## src/rtl/ch_adv_collector.sv

```systemverilog
// Cluster-head advertisement collector: builds a 16-entry table and streams it to the KCH selector.
// Optional duplicate-ID merge is compiled in when the CH_DEDUP_EN macro is defined.
module ch_adv_collector #(
    parameter int ENTRIES = 16,
    parameter int W       = 16
) (
    input  logic                      clk,
    input  logic                      rst,
    input  logic                      adv_valid,
    output logic                      adv_ready,
    input  logic [W-1:0]              adv_id,
    input  logic [W-1:0]              adv_qvalue,
    input  logic [W-1:0]              adv_hops,
    input  logic                      flush,
    input  logic                      clear,
    output logic [W-1:0]              CH_ID,
    output logic [W-1:0]              CH_QValue,
    output logic [W-1:0]              CH_Hops,
    output logic                      en_KCH,
    output logic                      emit_done,
    output logic [$clog2(ENTRIES):0]  count,
    output logic                      overflow
);

    localparam int AW = $clog2(ENTRIES);
    localparam int CW = AW + 1;

    typedef enum logic [1:0] {
        COLLECT = 2'd0,
        EMIT    = 2'd1,
        DONE    = 2'd2
    } state_t;

    state_t         state;
    state_t         state_next;
    logic [CW-1:0]  idx;
    logic [W-1:0]   id_tab   [ENTRIES];
    logic [W-1:0]   q_tab    [ENTRIES];
    logic [W-1:0]   hops_tab [ENTRIES];

    logic           accept;
    logic           clear_act;
    logic           hit;
    logic [AW-1:0]  hit_idx;

    assign adv_ready = (state == COLLECT);
    assign accept    = adv_valid & adv_ready & (adv_id != {W{1'b0}});
    assign clear_act = clear & ((state == COLLECT) | (state == EMIT));

`ifdef CH_DEDUP_EN
    // Parallel ID compare over the valid entries; IDs are unique so the OR of matches is the index
    always_comb begin
        hit     = 1'b0;
        hit_idx = {AW{1'b0}};
        for (int i = 0; i < ENTRIES; i++) begin
            hit     = hit | ((CW'(i) < count) & (id_tab[i] == adv_id));
            hit_idx = hit_idx | (((CW'(i) < count) & (id_tab[i] == adv_id)) ? AW'(i) : {AW{1'b0}});
        end
    end
`else
    assign hit     = 1'b0;
    assign hit_idx = {AW{1'b0}};
`endif

    // State register
    always_ff @(posedge clk or posedge rst) begin
        if (rst) begin
            state <= COLLECT;
        end else begin
            state <= state_next;
        end
    end

    // Next-state decode; clear beats flush and aborts an emission in progress
    always_comb begin
        state_next = state;
        case (state)
            COLLECT: begin
                if (clear) begin
                    state_next = COLLECT;
                end else if (flush) begin
                    state_next = EMIT;
                end else begin
                    state_next = COLLECT;
                end
            end
            EMIT: begin
                if (clear) begin
                    state_next = COLLECT;
                end else if (idx >= count) begin
                    state_next = DONE;
                end else begin
                    state_next = EMIT;
                end
            end
            DONE: begin
                state_next = COLLECT;
            end
            default: begin
                state_next = COLLECT;
            end
        endcase
    end

    // Table bookkeeping: clear, merge, append, overflow
    always_ff @(posedge clk or posedge rst) begin
        if (rst) begin
            for (int i = 0; i < ENTRIES; i++) begin
                id_tab[i]   <= {W{1'b0}};
                q_tab[i]    <= {W{1'b0}};
                hops_tab[i] <= {W{1'b0}};
            end
            count    <= {CW{1'b0}};
            overflow <= 1'b0;
        end else if (clear_act) begin
            for (int i = 0; i < ENTRIES; i++) begin
                id_tab[i]   <= {W{1'b0}};
                q_tab[i]    <= {W{1'b0}};
                hops_tab[i] <= {W{1'b0}};
            end
            count    <= {CW{1'b0}};
            overflow <= 1'b0;
        end else if (accept) begin
            if (hit) begin
                if (adv_hops < hops_tab[hit_idx]) begin
                    hops_tab[hit_idx] <= adv_hops;
                    q_tab[hit_idx]    <= adv_qvalue;
                end else if (adv_hops == hops_tab[hit_idx]) begin
                    q_tab[hit_idx]    <= adv_qvalue;
                end else begin
                    q_tab[hit_idx]    <= q_tab[hit_idx];
                end
            end else if (count < CW'(ENTRIES)) begin
                id_tab[count[AW-1:0]]   <= adv_id;
                q_tab[count[AW-1:0]]    <= adv_qvalue;
                hops_tab[count[AW-1:0]] <= adv_hops;
                count                   <= count + CW'(1);
            end else begin
                overflow <= 1'b1;
            end
        end else begin
            overflow <= overflow;
        end
    end

    // Emission datapath; payload outputs hold their value while en_KCH is low
    always_ff @(posedge clk or posedge rst) begin
        if (rst) begin
            idx       <= {CW{1'b0}};
            CH_ID     <= {W{1'b0}};
            CH_QValue <= {W{1'b0}};
            CH_Hops   <= {W{1'b0}};
            en_KCH    <= 1'b0;
            emit_done <= 1'b0;
        end else begin
            case (state)
                COLLECT: begin
                    idx       <= {CW{1'b0}};
                    en_KCH    <= 1'b0;
                    emit_done <= 1'b0;
                end
                EMIT: begin
                    if (clear) begin
                        en_KCH    <= 1'b0;
                        emit_done <= 1'b0;
                    end else if (idx < count) begin
                        CH_ID     <= id_tab[idx[AW-1:0]];
                        CH_QValue <= q_tab[idx[AW-1:0]];
                        CH_Hops   <= hops_tab[idx[AW-1:0]];
                        en_KCH    <= 1'b1;
                        emit_done <= 1'b0;
                        idx       <= idx + CW'(1);
                    end else begin
                        en_KCH    <= 1'b0;
                        emit_done <= 1'b1;
                    end
                end
                DONE: begin
                    en_KCH    <= 1'b0;
                    emit_done <= 1'b0;
                end
                default: begin
                    en_KCH    <= 1'b0;
                    emit_done <= 1'b0;
                end
            endcase
        end
    end

endmodule

```

## config.mk

```make
export PLATFORM = sky130hd
export DESIGN_NAME = ch_adv_collector
export DESIGN_NICKNAME = d
export VERILOG_FILES = /design/src/rtl/ch_adv_collector.sv
export SDC_FILE = /design/constraint.sdc
export NUM_CORES = 2
export LEC_CHECK = 0
export CAP_MARGIN = 20
export CORE_ASPECT_RATIO = 0.9
export CORE_MARGIN = 2
export CORE_UTILIZATION = 58
export CTS_BUF_LIST = sky130_fd_sc_hd__clkbuf_8
export CTS_CLUSTER_SIZE = 10
export DETAILED_ROUTE_END_ITERATION = 10
export PLACE_DENSITY_LB_ADDON = 0.12
export SYNTH_ARGS = -nofsm -noshare
export SYNTH_HDL_FRONTEND = slang
export SYNTH_SLANG_ARGS = --single-unit
```

## constraint.sdc

```tcl
create_clock -name clk -period 33.5 [get_ports clk]
set_input_delay 3.35 -clock clk [delete_from_list [all_inputs] [get_ports clk]]
set_output_delay 3.35 -clock clk [all_outputs]
set_load 0.1 [all_outputs]
```

* After elaboration in Yosys (flattened, before gate mapping)
Index checks and enable logic that the tools add are counted.
** Operators by class
- Mux-type cells :: 43
- $add $sub $neg :: 2
- Magnitude comparators :: 6
- Reductions and logical operators :: 10
- Eq/ne operators :: 4
- Bitwise gates (word level) :: 7
** Operator list (number)
- $mux 256 :: 9
- $bwmux 256 :: 3
- $bmux 16 s4 :: 3
- $mux 16 :: 7
- $demux 16 s4 :: 1
- $mux 5 :: 5
- $reduce_bool 16->1 :: 1
- $add 5x1->5 const B :: 2
- $ge 5x5->1 const B :: 2
- $mux 1 :: 10
- $not 4->5 :: 2
- $pmux 5 s2 :: 1
- $mux 2 :: 3
- $reduce_and 3->1 :: 2
- $reduce_bool 2->1 :: 3
- $ge 5x5->1 :: 1
- $lt 5x1->1 const B :: 1
- $lt 5x5->1 :: 1
- $lt 5x5->1 const B :: 1
- $ne 2x2->1 const B :: 2
- $pmux 2 s2 :: 1
- $reduce_and 2->1 :: 2
- $and 1x1->1 :: 3
- $eq 2x1->1 const B :: 1
- other kinds (5) :: 5
** Word-level totals
- Output and inout bits :: 57
- Bits in registers :: 831

* Logic depth before layout (Yosys ltp)
- Depth after elaboration :: 9
- Depth in mapped cells :: 10
- Gate-level depth less buffers :: 6

* Worst setup path after synthesis
OpenSTA, ideal clock, no wires.
- Path kind :: register to output
- Start :: reg state[1]
- End :: out adv_ready
- Slack :: 28.187 ns
- Cell stages (with the launch flop) :: 3
- Data required time :: 30.150 ns
- Arrival :: 1.963 ns
- Cell sequence :: dfrtp_1 > clkbuf_1 > nor2_1
** On the way
- Cells in the longest elaborated chain, start to end :: 1
** RTL lines
- from (decl) :: RTL line 34 : state_t state;
- from (signal assigned) :: RTL line 70 : state <= state_next;
- $logic_not 2->1 :: RTL line 46 : assign adv_ready = (state == COLLECT);
- to (decl) :: RTL line 10 : output logic adv_ready,
Every way passes these cells.

* Worst setup path in the final report
Same ends and word-level chain as after synthesis.

==> results.sh <==
export IMPL_status="finished clean"
export IMPL_worstSetupEndpointType="output port"
export IMPL_top_usage_layer="met2"
export IMPL_ys_top_cells_by_area="dfrtp_1 52%, mux2i_1 18%, mux4_2 11%, nand2_1 6.5%, a21oi_1 2.5%"
export IMPL_wire_per_inst_um=25.96
export IMPL_rsz0062_at_grt="false"
export IMPL_drive_above_1_share_pct=14.09
export IMPL_drt_iter0_drc=3196
export IMPL_yosysMostFrequentCell="dfrtp_1"
export IMPL_timing_setup_tns_ns=0
export IMPL_groute_usage_overall_pct=33.28
export IMPL_crit_path_max_fanout=12
export IMPL_tightest_slew_ns=1.133
export IMPL_netlist_area_leader_share_pct=51.51
export IMPL_ys_ff_latch=831
export IMPL_dr_pass1_iters=5
export IMPL_post_cts_resized=0
export IMPL_cts_made_buffers=138
export IMPL_fillers=5202
export IMPL_worst_setup_path_start_kind="flop"
export IMPL_finClkSkew_ns=0.02500
export IMPL_post_synth_cell_area_avg_um2=11.54
export IMPL_reg2reg_setup_slack_ns=29.37
export IMPL_use_met1_pct=47.55
export IMPL_gp_congestion=0.8496
export IMPL_ys_warn_count=0
export IMPL_synth_commonest_cells="831 x dfrtp_1, 721 x mux2i_1, 695 x nand2_1"
export IMPL_r2r_end="CH_Hops[14]"
export IMPL_start_util_pct=58.80
export IMPL_grt_max_degree=189
export IMPL_fin_nets=3501
export IMPL_post_route_cell_area_mm2=0.04462
export IMPL_synth_edf_count=0
export IMPL_grt_overflow=0
export IMPL_clock_sinks=831
export IMPL_regToRegStartpoint="idx[1]"
export IMPL_slew_violations=0
export IMPL_syn_area_mm2=0.04037
export IMPL_leakagePower_nw=23.12
export IMPL_maxCapViolations=0
export IMPL_synthFlopType="dfrtp_1"
export IMPL_r2r_cells=6
export IMPL_required_ns=30.15
export IMPL_dp_slack_ns=26.47
export IMPL_rows=91
export IMPL_insertion_delay_ns=0.81
export IMPL_min_path_type="reg2reg"
export IMPL_hold_viol_final=0
export IMPL_port_buffers=109
export IMPL_cts_tree="done"
export IMPL_irDropWorstVdd_mv=0.05026
export IMPL_synth_top_area_cell="dfrtp_1"
export IMPL_finalSetupViolations=0
export IMPL_core_area_mm2=0.06866
export IMPL_post_cts_buffers=0
export IMPL_crit_arrival_ns=3.24
export IMPL_holdPathEnd="hops_tab[190]"
export IMPL_first_global_vias=29880
export IMPL_ys_seq_area_share_pct=51.51
export IMPL_antenna_left=0
export IMPL_gr_usage_met3_pct=7.081
export IMPL_die_area_mm2=0.07174
export IMPL_crit_type="reg2out"
export IMPL_synth_cells=3498
export IMPL_dp_final_hpwl_um=62250
export IMPL_hp_start="hops_tab[190]"
export IMPL_grt_pass1_wl_um=179700
export IMPL_async_flop_share_pct=100.0
export IMPL_drc=0
export IMPL_syn_nets=3561
export IMPL_wl_um=116100
export IMPL_viasPerCell=6.462
export IMPL_hold_buffers=0
export IMPL_clock_fmax_ghz=0.1517
export IMPL_ctsRootBufferMaster="clkbuf_8"
export IMPL_use_met2_pct=50.74
export IMPL_cts_htree_levels=4
export IMPL_hold_ws_ns=0.5221
export IMPL_p_total_mw=2.489
export IMPL_clkTransAtPathRegs_ns=0.06
export IMPL_fp_dieW_um=282.1
export IMPL_period_minus_slack_ns=6.593
export IMPL_area_growth_pct=10.52
export IMPL_placedInstanceArea_mm2=0.04169
export IMPL_dieHeight_um=254.3
export IMPL_worst_slack_ns=26.91
export IMPL_p_per_area_mw_per_mm2=55.78
export IMPL_maxSlewHeadroom_pct=24.25
export IMPL_synth_distinct_cells=42
export IMPL_hold_depth=2
export IMPL_cts_buffer_depth=3
export IMPL_antenna_found_initial=5
export IMPL_period_share_pct=19.68
export IMPL_vias=28910
export IMPL_num_io_pins=110
==> worst max-delay path, cell delays in order, from the launching register on <==
cell	delay (ns)
dfrtp_1	0.54
nor2_1	0.62
clkdlybuf4s50_1	1.27
==> worst max path at each step <==
stage              start       endpoint  slack [ns]
2_1_floorplan        rst     CH_Hops[0]        6.81
3_3_place_gp   adv_id[0]  hops_tab[108]       26.55
3_5_place_dp       clear      q_tab[25]       26.47
4_1_cts         state[1]      adv_ready       26.90
5_1_grt         state[1]      adv_ready       26.85
6_report        state[1]      adv_ready       26.91
==> cell type report <==
class | instances | area (µm²) | area share [%]
Inverter | 8 | 42.54 | 0.09534
Clock buffer | 183 | 2519 | 5.645
Multi-Input combinational cell | 2287 | 18090 | 40.54
Sequential cell | 831 | 20800 | 46.62
Antenna cell | 2 | 5.005 | 0.01122
Clock inverter | 61 | 356.6 | 0.7991
Timing Repair Buffer | 172 | 1642 | 3.679
Tap cell | 930 | 1164 | 2.608
==> per-stage QoR <==
stage / instances / util (%)
6_report: 4474 / 64.99
2_1_floorplan: 3498 / -
5_1_grt: 4474 / 64.99
4_1_cts: 4470 / 64.90
3_3_place_gp: 4226 / 60.72
3_5_place_dp: 4226 / 60.72
==> power by group <==
| part | switching [mW] | internal [mW] | leakage (nW) |
|---|---|---|---|
| logic | 0.363 | 0.110 | 10.0 |
| registers | 0.0394 | 1.05 | 11.5 |
| clock network | 0.421 | 0.510 | 1.62 |
| total | 0.823 | 1.67 | 23.1 |
==> state kept, by name (all words and copies together) (netlist names) <==
name and count:
idx 5, q_tab 256, emit_done 1, state 2
hops_tab 256, count 5, CH_ID 16, CH_QValue 16
overflow 1, CH_Hops 16, id_tab 256, en_KCH 1
==> kinds of logic after synthesis <==
| logic type | synth area share (%) |
|---|---|
| flops | 51.51 |
| compound gates | 5.523 |
| buf+inv | 3.976 |
| mux | 28.59 |
| simple gates | 10.10 |
| fa+ha+maj | 0.3099 |
==> routing by layer <==
layer | wire (µm) | vias to the layer above
met5 | 23 | -
met4 | 3461 | 4
met3 | 10210 | 268
met2 | 53610 | 1350
met1 | 48820 | 15000
li1 | - | 12290
==> layout by cell type (no fill, tap or decap), types with 4 or more instances in the layout <==
cell / count
a21oi_1: 200
a311oi_1: 48
a31oi_1: 4
and2_1: 4
and3_1: 49
buf_4: 58
clkbuf_8: 183
clkdlybuf4s50_1: 109
clkinv_2: 16
clkinvlp_4: 5
dfrtp_1: 828
ha_1: 10
inv_1: 41
mux2i_1: 721
mux4_2: 192
nand2_1: 695
nand3_1: 153
nand4_1: 8
nor2_1: 6
nor3_2: 5
nor4_1: 4
o21ai_0: 139
o21ai_1: 8
or3_2: 4
or3_4: 8
No activity file was read; power rests on OpenSTA's default activity.
